<file path="src/rtl/spt_autobuf.sv">
`default_nettype none
// ============================================================================
// Module   : spt_autobuf
// Purpose  : Serial-port autobuffer address generator. There are two
//            independent channels, RX and TX. Each one keeps a circular or
//            linear data-memory index. It raises a service request to the
//            arbiter on each receive-full or transmit-empty event, and it
//            advances the index when the arbiter acknowledges.
// Ports    : DSPCLK   - system clock, rising edge
//            RST      - asynchronous active-high reset
//            DMD_di   - register write data ([13:0] addresses, [1:0] CTL,
//                       [15] ROVF clear on a CTL write)
//            REG_WE   - one-cycle register write strobe
//            REG_SEL  - 0 RBASE 1 RMOD 2 RLEN 3 TBASE 4 TMOD 5 TLEN 6 CTL
//            RXFULL   - receive-word-ready pulse
//            TXEMPTY  - transmit-buffer-empty pulse
//            R0Sack   - RX acknowledge from the arbiter
//            T0Sack   - TX acknowledge from the arbiter
//            R0Sreqi  - RX service request
//            T0Sreqi  - TX service request
//            RADDR    - current RX index
//            TADDR    - current TX index
//            ROVF     - sticky RX overrun flag (only when SPT_ABUF_OVF_EN)
// Config   : SPT_ABUF_OVF_EN - adds the ROVF port and its overrun logic
// Revision : 1.0 - initial release
// ============================================================================
module spt_autobuf (
    input  logic        DSPCLK,
    input  logic        RST,
    input  logic [15:0] DMD_di,
    input  logic        REG_WE,
    input  logic [2:0]  REG_SEL,
    input  logic        RXFULL,
    input  logic        TXEMPTY,
    input  logic        R0Sack,
    input  logic        T0Sack,
    output logic        R0Sreqi,
    output logic        T0Sreqi,
    output logic [13:0] RADDR,
`ifdef SPT_ABUF_OVF_EN
    output logic [13:0] TADDR,
    output logic        ROVF
`else
    output logic [13:0] TADDR
`endif
);

    typedef enum logic {ST_IDLE = 1'b0, ST_REQ = 1'b1} state_t;

    localparam logic [2:0] SEL_RBASE = 3'd0;
    localparam logic [2:0] SEL_RMOD  = 3'd1;
    localparam logic [2:0] SEL_RLEN  = 3'd2;
    localparam logic [2:0] SEL_TBASE = 3'd3;
    localparam logic [2:0] SEL_TMOD  = 3'd4;
    localparam logic [2:0] SEL_TLEN  = 3'd5;
    localparam logic [2:0] SEL_CTL   = 3'd6;

    logic [13:0] rbase_q, rbase_d, rmod_q, rmod_d, rlen_q, rlen_d, ridx_q, ridx_d;
    logic [13:0] tbase_q, tbase_d, tmod_q, tmod_d, tlen_q, tlen_d, tidx_q, tidx_d;
    logic [1:0]  ctl_q, ctl_d;
    state_t      rstate_q, rstate_d, tstate_q, tstate_d;
    logic        rovf_q, rovf_d;
    logic        unused_di;

    // Bit 14 is never used. Bit 15 is used only by the overrun clear.
    assign unused_di = &{1'b0, DMD_di[15:14]};

    // Next index: INDEX + sign-extended MOD in 15 bits, then an unsigned
    // 15-bit wrap into [BASE, BASE+LEN). When LEN is 0 the next index is
    // truncated modulo 2^14 instead, which gives linear addressing.
    function automatic logic [13:0] next_index(input logic [13:0] idx,
                                               input logic [13:0] base,
                                               input logic [13:0] modv,
                                               input logic [13:0] len);
        logic [14:0] nxt;
        logic [14:0] lim;
        nxt = {1'b0, idx} + {modv[13], modv};
        lim = {1'b0, base} + {1'b0, len};
        if (len != 14'd0) begin
            if (nxt >= lim) begin
                nxt = nxt - {1'b0, len};
            end else if (nxt < {1'b0, base}) begin
                nxt = nxt + {1'b0, len};
            end
        end
        return nxt[13:0];
    endfunction

    always_comb begin
        rbase_d  = rbase_q;
        rmod_d   = rmod_q;
        rlen_d   = rlen_q;
        ridx_d   = ridx_q;
        tbase_d  = tbase_q;
        tmod_d   = tmod_q;
        tlen_d   = tlen_q;
        tidx_d   = tidx_q;
        ctl_d    = ctl_q;
        rstate_d = rstate_q;
        tstate_d = tstate_q;
        rovf_d   = rovf_q;

        // RX channel. An ack advances the index only while AUTO is still
        // set. Clearing AUTO abandons the request with the index untouched.
        case (rstate_q)
            ST_IDLE: if (ctl_q[0] && RXFULL) rstate_d = ST_REQ;
            ST_REQ: begin
                if (!ctl_q[0]) begin
                    rstate_d = ST_IDLE;
                end else if (R0Sack) begin
                    ridx_d = next_index(ridx_q, rbase_q, rmod_q, rlen_q);
                    // A new event on the same edge re-arms the request.
                    rstate_d = RXFULL ? ST_REQ : ST_IDLE;
                end
            end
            default: rstate_d = ST_IDLE;
        endcase

        // TX channel mirrors RX.
        case (tstate_q)
            ST_IDLE: if (ctl_q[1] && TXEMPTY) tstate_d = ST_REQ;
            ST_REQ: begin
                if (!ctl_q[1]) begin
                    tstate_d = ST_IDLE;
                end else if (T0Sack) begin
                    tidx_d = next_index(tidx_q, tbase_q, tmod_q, tlen_q);
                    tstate_d = TXEMPTY ? ST_REQ : ST_IDLE;
                end
            end
            default: tstate_d = ST_IDLE;
        endcase

        // Register writes come after the ack update so that a BASE write
        // overrides an index advance on the same edge.
        if (REG_WE) begin
            case (REG_SEL)
                SEL_RBASE: begin rbase_d = DMD_di[13:0]; ridx_d = DMD_di[13:0]; end
                SEL_RMOD:  rmod_d = DMD_di[13:0];
                SEL_RLEN:  rlen_d = DMD_di[13:0];
                SEL_TBASE: begin tbase_d = DMD_di[13:0]; tidx_d = DMD_di[13:0]; end
                SEL_TMOD:  tmod_d = DMD_di[13:0];
                SEL_TLEN:  tlen_d = DMD_di[13:0];
                SEL_CTL:   ctl_d  = DMD_di[1:0];
                default: ;
            endcase
        end

`ifdef SPT_ABUF_OVF_EN
        // An overrun is an RX event that is dropped because a request is
        // still pending. The set is applied after the clear, so a set wins
        // when both happen in the same cycle.
        if (REG_WE && (REG_SEL == SEL_CTL) && DMD_di[15]) rovf_d = 1'b0;
        if ((rstate_q == ST_REQ) && ctl_q[0] && RXFULL && !R0Sack) rovf_d = 1'b1;
`else
        rovf_d = 1'b0;
`endif
    end

    always_ff @(posedge DSPCLK or posedge RST) begin
        if (RST) begin
            rbase_q  <= '0;
            rmod_q   <= '0;
            rlen_q   <= '0;
            ridx_q   <= '0;
            tbase_q  <= '0;
            tmod_q   <= '0;
            tlen_q   <= '0;
            tidx_q   <= '0;
            ctl_q    <= '0;
            rstate_q <= ST_IDLE;
            tstate_q <= ST_IDLE;
            rovf_q   <= 1'b0;
        end else begin
            rbase_q  <= rbase_d;
            rmod_q   <= rmod_d;
            rlen_q   <= rlen_d;
            ridx_q   <= ridx_d;
            tbase_q  <= tbase_d;
            tmod_q   <= tmod_d;
            tlen_q   <= tlen_d;
            tidx_q   <= tidx_d;
            ctl_q    <= ctl_d;
            rstate_q <= rstate_d;
            tstate_q <= tstate_d;
            rovf_q   <= rovf_d;
        end
    end

    assign R0Sreqi = (rstate_q == ST_REQ);
    assign T0Sreqi = (tstate_q == ST_REQ);
    assign RADDR   = ridx_q;
    assign TADDR   = tidx_q;
`ifdef SPT_ABUF_OVF_EN
    assign ROVF    = rovf_q;
`else
    logic unused_ovf;
    assign unused_ovf = rovf_q;
`endif

endmodule
`default_nettype wire

</file>
<file path="config.mk">
export PLATFORM = sky130hd
export DESIGN_NAME = spt_autobuf
export DESIGN_NICKNAME = d
export VERILOG_FILES = /design/src/rtl/spt_autobuf.sv
export SDC_FILE = /design/constraint.sdc
export NUM_CORES = 1
export LEC_CHECK = 0
export CORE_MARGIN = 1
export CORE_UTILIZATION = 50
export CTS_BUF_LIST = sky130_fd_sc_hd__clkbuf_8
export CTS_CLUSTER_SIZE = 8
export DETAILED_ROUTE_END_ITERATION = 12
export GPL_TIMING_DRIVEN = 0
export PLACE_DENSITY = 0.79
export SLEW_MARGIN = 20
export SYNTH_ARGS = -nofsm -noshare
export SYNTH_HDL_FRONTEND = slang
export SYNTH_SLANG_ARGS = --single-unit
</file>
<file path="constraint.sdc">
create_clock -name DSPCLK -period 6.4 [get_ports DSPCLK]
set_input_delay 0.96 -clock DSPCLK [delete_from_list [all_inputs] [get_ports DSPCLK]]
set_output_delay 0.96 -clock DSPCLK [all_outputs]
set_load 0.01 [all_outputs]
</file>
; Word-level counts from Yosys, hierarchy flattened
; Index checks and enable logic that the tools add are counted.
; Widths: inputs -> output; s select.
[word_totals]
reg_bits = 116
input_bits = 26
output_inout_bits = 30
elab_cells = 69
[classes]
n_addsub = 8
order_cmp = 4
eq_ne = 6
mux = 26
n_bitwise = 2
reduce_logical = 12
[op_table]
columns = op, n
row1 = $mux 14, 16
row2 = $add 14x14->15, 2
row3 = $add 14x15->15, 2
row4 = $ge 15x15->1, 2
row5 = $lt 15x14->1, 2
row6 = $add 14x14->14, 2
row7 = $reduce_bool 14->1, 2
row8 = $sub 14x14->14, 2
row9 = $reduce_and 2->1, 7
row10 = $eq 3x3->1 const B, 3
row11 = $mux 1, 8
row12 = $eq 3x2->1 const B, 2
row13 = $pmux 1 s2, 2
row14 = $eq 3x1->1 const B, 1
row15 = $logic_not 3->1, 1
row16 = $logic_and 1x1->1, 2
row17 = $not 1->1, 2

; Longest topological paths before layout
[depth]
word_depth = 10
mapped_depth = 28
ltp_nobuf = 26

; Least setup slack after synthesis
; Ideal clock, no wire load.
[synth_timing]
path_kind = register -> register
start = reg tlen_q[1]
end = reg tidx_q[2] (netlist: TADDR[2])
arrival_ns = 4.620
t_required_ns = 6.271
setup_slack_ns = 1.651
path_stages_with_launch = 25
path_buffers = 1
period_less_slack_ns = 4.749
path_cell_list = dfrtp_1 ha_1 a21o_1 a21oi_1 o21bai_1 a21oi_1 o21bai_1 a21oi_1 o21ai_0 or4_1 a31o_2 a21oi_1 xor2_1 ha_1 nand4_1 nor2_1 and3_1 o22ai_1 a21oi_1 o21ai_1 and2_1 buf_6 or4_1 nand3_1 o31ai_1
[synth_via]
elab_chain_cells = 9
[synth_rtl]
columns = item, line
row1 = "start, declared", 59  ; logic [13:0] tbase_q, tbase_d, tmod_q, tmod_d, tlen_q, tlen_d, tidx_q, tidx_d;
row2 = "start signal, assigned", 180  ; tlen_q <= tlen_d;
row3 = $add 14x14->15 / $add 14x14->14 (equally long branches), "78, 83"
row4 = $ge 15x15->1 / $mux 14 (equally long branches), "80, 82"
row5 = $mux 14, 80  ; if (nxt >= lim) begin
row6 = $mux 14 *, 79  ; if (len != 14'd0) begin
row7 = $mux 14 *, 125  ; end else if (T0Sack) begin
row8 = $mux 14 *, 123  ; if (!ctl_q[1]) begin
row9 = $mux 14 *, 120  ; case (tstate_q)
row10 = $mux 14, 136  ; case (REG_SEL)
row11 = $mux 14 *, 135  ; if (REG_WE) begin
row12 = named net tidx_d[2], 59
row13 = "end signal, assigned", 181  ; tidx_q <= tidx_d;
row14 = "end, declared", 59
; Mark *: on every way through the listed nets, which the timed path passes. The rest lies on a longest branch.
; A chain may end at the register's enable or synchronous reset.

; Final worst setup path
[layout_timing]
start = reg tlen_q[1]
end = reg tidx_q[8] (netlist: TADDR[8])
; The elaborated chain is that of the path after synthesis.

==> run_results.csv <==
group,metric,value,unit
die,floorplan.initialDensity,51.60,%
timing,finalCriticalPeriod,5.716,ns
routing,wire_per_inst,18.97,um
timing,setup_tns,0,ns
cts,cts_tree,"built",
die,die_height,153.0,um
finish,multi_input_area,7923,um^2
place,io_buffers,50,
timing,rsz0062_at_grt,"no",
timing,finalMaxSlewViolations,0,
routing,ant_nets,0,
global_routing,grt_overflow,0,
cts,cts_max_path_buffers,2,
logic_synthesis,syn_nets,1529,
cts,cts_resized,0,
cts,cts_post_setup_buffers_inserted,0,
logic_synthesis,ys_seq_area_share,25.46,%
setup_path,arrival,6.08,ns
setup_path,required,6.76,ns
worst_hold_path,whs_endpoint,"rmod_q[9]$_DFFE_PP0P_",
timing,setup_violations,0,
setup_path,crit_path_end_kind,"register",
die,core,22090,um^2
finish,seqCellArea,2903,um^2
timing,slew_headroom,26.42,%
logic_synthesis,ys_warn_count,0,
setup_path,worstReg2RegEnd,"TADDR[8]$_DFF_PP0_",
global_routing,grt_start_max_net_pins,81,
timing,period_share,89.32,%
global_routing,grt_pass1_wl,52.42,mm
routing,drt-pass1-iter-count,5,
place,gp_congestion,0.9705,
finish,area_growth_syn_to_layout,11.55,%
timing,fin_skew,0.01422,ns
setup_path,path_class,"register to register",
logic_synthesis,syn_area_per_cell,8.539,um^2
finish,layout-drive-gt1-share,8.110,%
logic_synthesis,async_flop_share,100.0,%
timing,max_freq,174.9,MHz
run_status,status,"completed",
logic_synthesis,synth_top_cell_area_share,25.46,%
setup_path,cp_max_fo,10,
logic_synthesis,ys.flop_type,"dfrtp_1",
finish,layout_common_cells,"ha_1 (160), dfrtp_1 (116), nand2_1 (109)",
die,die_area,23410,um^2
worst_hold_path,hold_class,"register to register",
logic_synthesis,synthTopCellsByArea,"dfrtp_1 (25%), ha_1 (18%), mux2_2 (4.3%)",
logic_synthesis,synth_top_area_cell,"dfrtp_1",
setup_path,rrSetupSlack,0.68,ns
finish,layout_commonest_cell,"ha_1",
finish,final_nets,1599,
cts,clkLatencyLatePin,0.45,ns
logic_synthesis,synth-seq-cells,116,
global_routing,antenna_found_initial,0,
place,dpl.hpwl,25.84,mm
routing,drc,0,
cts,hold_buffers,0,
timing,worst_pin_slew,1.095,ns
global_routing,gr-usage-all-layers,28.10,%
cts,clock_sinks,116,
cts,clk_pin_slew_worst_paths,0.08,ns
logic_synthesis,synth_cells,1335,
setup_path,timing.rr.start,"tlen_q[1]$_DFFE_PP0P_",
finish,nFillCells,1955,
routing,drtIter0Drc,855,
logic_synthesis,synth-edff-count,0,
routing,drt_wl_total,32.22,mm
logic_synthesis,netlist_area,11400,um^2
routing,num_vias,10496,
global_routing,grt_pass1_vias,10327,
timing,fin_hold_ws,0.5093,ns
logic_synthesis,ys_types,85,
worst_hold_path,hp-start,"rmod_q[9]$_DFFE_PP0P_",
setup_path,cp-start-kind,"register",
die,die_w,153.0,um
finish,n_antenna_cell,0,
cts,clock-root-buffer,"clkbuf_8",
cts,htreeDepth,4,
cts,cts_buffers,17,
worst_hold_path,holdPathStages,1,
die,io_pins,56,
setup_path,r2r_cells,24,
routing,via_per_inst,6.181,
flow_run,max-cap-violations,0,
timing,hold_viol,0,
die,row_count,54,
-- metrics by stage --
step | worst slack (ns) | cells | cell area [um^2] | util [%]
2_1_floorplan | 1.651 | 1335 | 11400 | -
3_3_place_gp | 0.7291 | 1665 | 12250 | 55.45
3_5_place_dp | 0.8263 | 1666 | 12290 | 55.62
4_1_cts | 0.7569 | 1698 | 12720 | 57.55
5_1_grt | 0.3469 | 1698 | 12720 | 57.55
6_report | 0.6838 | 1698 | 12720 | 57.55
-- Yosys cell counts (3+ instances only) --
master	count
a211o_1	3
a211oi_1	17
a21o_1	24
a21oi_1	74
a221oi_1	4
a22oi_1	10
a31o_2	4
a31oi_1	17
and2_1	10
and3_1	14
and4_1	4
buf_6	3
clkbuf_1	39
dfrtp_1	116
fa_1	8
ha_1	160
inv_1	100
mux2_2	44
mux2i_1	6
nand2_1	109
nand2b_1	24
nand3_1	26
nand4_1	11
nand4b_1	3
nor2_1	101
nor2b_1	21
nor3_1	29
nor3b_1	12
nor4_1	12
o211ai_1	13
o21a_1	15
o21ai_0	94
o21ai_1	9
o21ba_2	4
o21bai_1	18
o221ai_1	16
o22ai_1	8
o31a_1	6
o31ai_1	9
o41ai_1	6
or2_2	3
or3_1	8
or4_1	3
xnor2_1	42
xor2_1	26
-- layer usage --
metal / GRT usage [%] / vias up / routed length (um)
met1: 34.08 / 5052 / 13740
li1: - / 5004 / -
met4: 12.41 / 0 / 1168
met3: 3.346 / 78 / 1505
met5: 0 / - / 0
met2: 50.00 / 362 / 15800
-- logic make-up after synthesis --
kind of cell | after synthesis | share of synthesized area [%]
and+or+nand+nor | 397 | 17.05
AOI/OAI and AO/OA | 385 | 22.73
adders and majority gates | 171 | 19.24
buffers and inverters | 146 | 5.082
DFF | 116 | 25.46
xor gates and xnor gates | 70 | 5.565
muxes | 50 | 4.873
-- worst max path at each step --
stage | endpoint | startpoint | depth (start not counted) | slack (ns)
detailed placement | TADDR[8]$_DFF_PP0_ | tlen_q[1]$_DFFE_PP0P_ | 24 | 0.83
floorplan | TADDR[2]$_DFF_PP0_ | tlen_q[1]$_DFFE_PP0P_ | 24 | 1.65
finish | TADDR[8]$_DFF_PP0_ | tlen_q[1]$_DFFE_PP0P_ | 24 | 0.68
global placement | rlen_q[11]$_DFFE_PP0P_ | RST | 2 | 0.73
global route | TADDR[6]$_DFF_PP0_ | tlen_q[1]$_DFFE_PP0P_ | 24 | 0.35
CTS | TADDR[8]$_DFF_PP0_ | tlen_q[1]$_DFFE_PP0P_ | 24 | 0.76
-- area by class of cell --
type / instances / share of cell area [%]
plain buffers: 45 / 1.574
clock buffers: 17 / 1.840
clock inverters: 15 / 1.525
inverters: 101 / 3.021
multi-input cells: 1073 / 62.30
flip-flops and latches: 116 / 22.83
well taps: 280 / 2.755
repair buffers: 51 / 4.152
-- state kept, by name, summed over array words and instances, names as in the netlist --
signal	cells
ctl_q	2
tlen_q	14
TADDR	14
tbase_q	14
rbase_q	14
T0Sreqi	1
rmod_q	14
rlen_q	14
tmod_q	14
R0Sreqi	1
RADDR	14
-- worst max-delay path: stages (launching register included) --
cell and delay, ns:
dfrtp_1 0.58, ha_1 0.30, a21o_1 0.18, a21oi_1 0.23, o21bai_1 0.09, a21oi_1 0.24, o21bai_1 0.09, a21oi_1 0.22
o21ai_0 0.17, or4_1 0.45, a31o_2 0.27, a21oi_1 0.18, xor2_1 0.09, ha_1 0.30, nand4_1 0.18, nor2_1 0.19
and3_1 0.21, o22ai_1 0.09, a21oi_1 0.27, o21ai_1 0.17, nand2_1 0.16, clkbuf_1 0.41, nand2_1 0.09, a211o_1 0.28
a31oi_1 0.17
Power is not shown: default switching activity piles up to over one toggle a cycle in this logic, so the estimate is an artifact.
